**src/rtl/muldiv_sequencer.sv**
```systemverilog
// muldiv_sequencer: iterative HI/LO multiply/divide unit for the MIPS core.
// One result bit per cycle via shift-add multiply or restoring divide,
// followed by a sign-fix step and a registered write of HI/LO.
module muldiv_sequencer #(
    parameter int WIDTH = 32
) (
    input  logic             clk,
    input  logic             reset,
    input  logic             start,
    input  logic [1:0]       op,
    input  logic [WIDTH-1:0] a,
    input  logic [WIDTH-1:0] b,
    input  logic [1:0]       hilo_wr,
    input  logic [WIDTH-1:0] wdata,
    output logic             busy,
    output logic             done,
    output logic             dbz,
    output logic [WIDTH-1:0] hi,
    output logic [WIDTH-1:0] lo
);

    localparam int CW = $clog2(WIDTH + 1);

    typedef enum logic [1:0] {
        IDLE = 2'd0,
        CALC = 2'd1,
        FIX  = 2'd2
    } state_t;

    state_t               state_r;
    state_t               state_nxt_s;
    logic [1:0]           op_r;
    logic                 sa_r;
    logic                 sb_r;
    logic                 divz_r;
    logic                 fin_r;
    logic [WIDTH-1:0]     b_r;
    logic [2*WIDTH-1:0]   acc_r;
    logic [CW-1:0]        cnt_r;
    logic                 busy_r;
    logic                 done_r;
    logic                 dbz_r;
    logic [WIDTH-1:0]     hi_r;
    logic [WIDTH-1:0]     lo_r;

    logic                 accept_s;
    logic                 a_neg_s;
    logic                 b_neg_s;
    logic [WIDTH:0]       mul_sum_s;
    logic [2*WIDTH-1:0]   mul_next_s;
    logic [WIDTH:0]       rem_sh_s;
    logic [WIDTH:0]       trial_s;
    logic [2*WIDTH-1:0]   div_next_s;
    logic [2*WIDTH-1:0]   fix_s;

    // Magnitude of a WIDTH-bit operand; the most negative value maps onto itself,
    // which is still the correct unsigned magnitude.
    function automatic logic [WIDTH-1:0] abs_val(input logic [WIDTH-1:0] v, input logic neg);
        return neg ? (~v + {{(WIDTH-1){1'b0}}, 1'b1}) : v;
    endfunction

    // Two's-complement negation of a WIDTH-bit value, wrapping mod 2^WIDTH.
    function automatic logic [WIDTH-1:0] neg_w(input logic [WIDTH-1:0] v);
        return ~v + {{(WIDTH-1){1'b0}}, 1'b1};
    endfunction

    // Two's-complement negation of the full 2*WIDTH product.
    function automatic logic [2*WIDTH-1:0] neg_2w(input logic [2*WIDTH-1:0] v);
        return ~v + {{(2*WIDTH-1){1'b0}}, 1'b1};
    endfunction

    // A start is only taken once the previous result has been published (busy low).
    always_comb begin
        accept_s = (state_r == IDLE) && !busy_r && start;
        a_neg_s  = op[0] & a[WIDTH-1];
        b_neg_s  = op[0] & b[WIDTH-1];
    end

    // One iteration of each datapath plus the final sign correction.
    always_comb begin
        mul_sum_s  = {1'b0, acc_r[2*WIDTH-1:WIDTH]} + (acc_r[0] ? {1'b0, b_r} : {(WIDTH+1){1'b0}});
        mul_next_s = {mul_sum_s, acc_r[WIDTH-1:1]};
        rem_sh_s   = {acc_r[2*WIDTH-1:WIDTH], acc_r[WIDTH-1]};
        trial_s    = rem_sh_s - {1'b0, b_r};
        if (!trial_s[WIDTH]) begin
            div_next_s = {trial_s[WIDTH-1:0], acc_r[WIDTH-2:0], 1'b1};
        end else begin
            div_next_s = {rem_sh_s[WIDTH-1:0], acc_r[WIDTH-2:0], 1'b0};
        end
        if (!op_r[1]) begin
            fix_s = (sa_r ^ sb_r) ? neg_2w(acc_r) : acc_r;
        end else begin
            fix_s[WIDTH-1:0]       = (sa_r ^ sb_r) ? neg_w(acc_r[WIDTH-1:0]) : acc_r[WIDTH-1:0];
            fix_s[2*WIDTH-1:WIDTH] = sa_r ? neg_w(acc_r[2*WIDTH-1:WIDTH]) : acc_r[2*WIDTH-1:WIDTH];
        end
    end

    // Next-state logic for the IDLE -> CALC -> FIX sequence.
    always_comb begin
        state_nxt_s = state_r;
        case (state_r)
            IDLE: begin
                if (accept_s) begin
                    if (op[1] && (b == {WIDTH{1'b0}})) begin
                        state_nxt_s = FIX;
                    end else begin
                        state_nxt_s = CALC;
                    end
                end else begin
                    state_nxt_s = IDLE;
                end
            end
            CALC: begin
                if (cnt_r == CW'(1)) begin
                    state_nxt_s = FIX;
                end else begin
                    state_nxt_s = CALC;
                end
            end
            FIX:     state_nxt_s = IDLE;
            default: state_nxt_s = IDLE;
        endcase
    end

    // State register.
    always_ff @(posedge clk) begin
        if (reset) begin
            state_r <= IDLE;
        end else begin
            state_r <= state_nxt_s;
        end
    end

    // Operand capture, iteration, sign fix and the registered HI/LO/status outputs.
    always_ff @(posedge clk) begin
        if (reset) begin
            op_r   <= 2'b00;
            sa_r   <= 1'b0;
            sb_r   <= 1'b0;
            divz_r <= 1'b0;
            fin_r  <= 1'b0;
            b_r    <= {WIDTH{1'b0}};
            acc_r  <= {(2*WIDTH){1'b0}};
            cnt_r  <= {CW{1'b0}};
            busy_r <= 1'b0;
            done_r <= 1'b0;
            dbz_r  <= 1'b0;
            hi_r   <= {WIDTH{1'b0}};
            lo_r   <= {WIDTH{1'b0}};
        end else begin
            // busy trails the FSM by one cycle so it drops on the edge done rises
            busy_r <= (state_r != IDLE);
            fin_r  <= (state_r == FIX);
            done_r <= fin_r;
            if (fin_r) begin
                if (divz_r) begin
                    dbz_r <= 1'b1;
                end else begin
                    hi_r <= acc_r[2*WIDTH-1:WIDTH];
                    lo_r <= acc_r[WIDTH-1:0];
                end
            end
            case (state_r)
                IDLE: begin
                    if (accept_s) begin
                        op_r   <= op;
                        sa_r   <= a_neg_s;
                        sb_r   <= b_neg_s;
                        b_r    <= abs_val(b, b_neg_s);
                        acc_r  <= {{WIDTH{1'b0}}, abs_val(a, a_neg_s)};
                        cnt_r  <= CW'(WIDTH);
                        divz_r <= op[1] && (b == {WIDTH{1'b0}});
                        dbz_r  <= 1'b0;
                    end else if (!busy_r) begin
                        if (hilo_wr[1]) begin
                            hi_r <= wdata;
                        end else begin
                            hi_r <= hi_r;
                        end
                        if (hilo_wr[0]) begin
                            lo_r <= wdata;
                        end else begin
                            lo_r <= lo_r;
                        end
                    end else begin
                        acc_r <= acc_r;
                    end
                end
                CALC: begin
                    acc_r <= op_r[1] ? div_next_s : mul_next_s;
                    cnt_r <= cnt_r - CW'(1);
                end
                FIX: begin
                    if (!divz_r) begin
                        acc_r <= fix_s;
                    end else begin
                        acc_r <= acc_r;
                    end
                end
                default: begin
                    acc_r <= acc_r;
                end
            endcase
        end
    end

    assign busy = busy_r;
    assign done = done_r;
    assign dbz  = dbz_r;
    assign hi   = hi_r;
    assign lo   = lo_r;

endmodule

```
**config.mk**
```make
export PLATFORM = sky130hd
export DESIGN_NAME = muldiv_sequencer
export DESIGN_NICKNAME = d
export VERILOG_FILES = /design/src/rtl/muldiv_sequencer.sv
export SDC_FILE = /design/constraint.sdc
export NUM_CORES = 1
export LEC_CHECK = 0
export ABC_CLOCK_PERIOD_IN_PS = 3400
export BUFFER_PORTS_ARGS = -buffer_cell sky130_fd_sc_hd__buf_2
export CELL_PAD_IN_SITES_DETAIL_PLACEMENT = 1
export CELL_PAD_IN_SITES_GLOBAL_PLACEMENT = 2
export CORE_ASPECT_RATIO = 0.8
export CORE_UTILIZATION = 32
export CTS_BUF_LIST = sky130_fd_sc_hd__clkbuf_4
export DETAILED_ROUTE_END_ITERATION = 6
export GPL_TIMING_DRIVEN = 0
export PLACE_DENSITY_LB_ADDON = 0.1
export SETUP_SLACK_MARGIN = 0.4
export SYNTH_ARGS = -nofsm -noshare
export SYNTH_HDL_FRONTEND = slang
export SYNTH_SLANG_ARGS = --single-unit
```
**constraint.sdc**
```tcl
create_clock -name clk -period 3.4 [get_ports clk]
set_input_delay 0.51 -clock clk [delete_from_list [all_inputs] [get_ports clk]]
set_output_delay 0.51 -clock clk [all_outputs]
set_load 0.01 [all_outputs]
```
==> results.yml <==
status:
  status: "finished, final reports clean"
yosys:
  ys_seq_area_frac: 0.243
  ys_ff_latch: 176
  synthesis.area_sq_um: 14500
  syn_nets: 2165
  synth_cell_types: 77
  synth_flop_cell: "dfxtp_1"
  syn_avg_cell_area_sq_um: 7.29
  ys_warn_count: 0
  synth_edf_count: 0
  synthCells: 1986
  synth-async-reset-ratio: 0
placement:
  placed_cells: 2758
  portBuffers: 169
  gp_congestion: 0.908
  dp_hpwl_microns: 53600
clocking:
  htree_levels: 4
  cts_inserted_buffers: 17
  path_clk_slew_ps: 180
  clock_latency_ps: 710
  cts_sinks: 176
  cts_root_buf: "clkbuf_4"
  cts_buffer_depth: 2
  cts_tree: "done"
setup_path:
  cp-end-kind: "flop"
  crit_chain: "inv_8, clkbuf_16, nor2_1, ha_1, clkbuf_8, nand3_2, a2111oi_4, o211ai_1, buf_4, a31oi_4, nor2_1, o31a_1, o21ai_2, xor2_1, a311o_1"
  r2r_start: "acc_r[0]$_SDFFE_PP0P_"
  path_depth: 15
  reg2regPathDepth: 15
  cp_slowest_cell: "dfxtp_4"
  critical_path_buf_inv_count: 4
  cp_data_required_time_ps: 4000
  start_kind: "flop"
  crit_start: "acc_r[0]$_SDFFE_PP0P_"
  worstPathMaxFanout: 8
  cp_common_cell: "nor2_1"
  crit_arrival_ps: 3940
  cpLargestDelayFamily: "compound AO/OA/AOI/OAI gates"
  critPathKind: "reg -> reg"
  cpPeakStageDelay_ps: 410
sta:
  fin_crit_sh: 0.981
  max_freq_mhz: 300
  hold_viol: 0
  layout_min_cycle_time_ps: 3330
  slew_headroom: 0.222
  final.setup_skew_ps: 36.7
  setup_viol: 0
  rsz0062_at_grt: "true"
  tightest_slew_ps: 1170
  slew_viol_final: 0
final_layout:
  final_common_cell: "nor2_1"
  drive_gt1_frac: 0.248
  final_cells: 2879
  syn_to_final_growth_pct: 28.4
  nNetsFinal: 2441
  final_cell_mix: "nor2_1, buf_2, dfxtp_1"
global_routing:
  grt_pass1_wl_microns: 103000
  first_global_vias: 16301
  overflow: 0
  grt_usage: 0.300
  antenna_found_initial: 1
  grt_max_degree: 18
die:
  row_count: 69
  initial_core_util: 0.325
  die_h_microns: 192
  die-area_sq_um: 46100
  core_area_sq_um: 44500
  ios: 170
  die_w_microns: 240
detailed_routing:
  wl_microns: 70400
  drtIter0Drc: 1136
  ant_nets: 0
  num_vias: 16725
  met3_length_microns: 5490
  top_layer_used: "met4"
  wl_met2_microns: 29700
  wl_met1_microns: 34300
  wl_per_cell_microns: 24.5
  drt-pass1-iter-count: 5
  drc: 0
  vias_per_cell: 5.81
worst_hold_path:
  min_path_cells: 3
  hp-class: "in -> reg"
  hold_start: "op[1]"
pwr:
  ir_drop_mv: 0.236
  power_mw: 6.41
  power_density_nw_per_um2: 345
  leakage_nw: 7.36
flow_run:
  drv_cap: 0
-- worst paths after layout --
path	endpoint	slack, ps
worst max register to register	acc_r[61]$_SDFFE_PP0P_	70
worst min register to register	b_r[31]$_SDFFE_PP0P_	490
worst max-delay path	acc_r[61]$_SDFFE_PP0P_	70
worst min-delay path	op_r[1]$_SDFFE_PP0P_	70
-- cells by family (layout without fill, tap and decap cells) --
kind of cell	after synthesis	count (layout)	synth area share
other	0	1	0
buffers and inverters	217	506	0.0585
multiplexers	58	58	0.0434
flip-flops	176	176	0.243
AND/OR/NAND/NOR	717	717	0.237
adder cells (fa/ha/maj)	76	76	0.0667
AO/OA/AOI/OAI	607	607	0.270
XOR/XNOR	135	135	0.0817
-- tightest hold or removal path: cells and delay by family --
kind                   cells  cell delay [ps]
AO/OA/AOI/OAI              1               50
buffers and inverters      1              120
AND/OR/NAND/NOR            1               60
-- cells in the mapped netlist (12+ instances only) --
cell	n	area [sq um]
o31ai_1	18	135
a211oi_1	59	443
nand2b_1	20	125
clkbuf_1	123	462
or3_1	27	169
nor3_1	125	626
o211ai_1	17	128
mux2_2	34	383
xnor2_1	76	666
ha_1	74	926
mux2i_1	23	230
nand3_1	33	165
o22ai_1	75	469
nor4_1	21	131
a21o_1	26	195
inv_1	71	267
o21ai_0	107	536
a31oi_1	21	131
dfxtp_1	176	3520
xor2_1	59	517
nand4_1	16	100
nand2_1	123	462
o41ai_1	12	105
a21oi_1	161	806
nor2_1	262	983
or2_2	16	100
a211o_1	14	123
a221oi_1	25	219
-- layer usage --
metal  global-route usage  vias up
met2                0.442      538
met3               0.0668       63
met1                0.440     8286
met5                    0        -
met4               0.0617        0
li1                     -     7838
-- where the power goes --
part           switching (mW)  total [mW]  internal, mW
clock network           0.939        1.42         0.482
logic                    1.60        2.61          1.01
registers               0.157        2.38          2.23
-- timing repair --
action	4_1_cts	5_1_grt
hold buffers	2	0
setup buffers	56	24
pin swaps	75	50
gates cloned	5	1
resized for setup	225	128
endpoints found under the hold margin	2	0
setup endpoints to repair	111	114
-- layout make-up --
type                    instances  area (sq um)
plain buffers                 143           858
fillers                      5551         25900
diodes                          1          2.50
well taps                     603           754
clock inverters                13           166
flip-flops and latches        176          3580
clock buffers                  19           143
multi-input cells            1593         11200
repair buffers                257          1630
inverters                      74           299
-- stage by stage --
step | area, sq um | utilization | worst slack, ps | TNS (ps) | hold WS [ps]
2_1_floorplan | 14600 | - | 183 | 0 | 432
3_3_place_gp | 16200 | 0.364 | -811 | -12110 | 445
3_5_place_dp | 16200 | 0.364 | -836 | -14160 | 477
4_1_cts | 18000 | 0.403 | 69.6 | 0 | 29.9
5_1_grt | 18600 | 0.417 | -20.4 | -20.4 | 45.9
6_report | 18600 | 0.417 | 65.8 | 0 | 72.0
-- sequential cells by signal (all words and copies together) (netlist names) --
signal,flops
sa_r,1
lo,32
cnt_r,6
state_r,2
acc_r,64
dbz,1
sb_r,1
op_r,1
divz_r,1
fin_r,1
b_r,32
done,1
busy,1
hi,32
(Power assumes the default switching activity.)
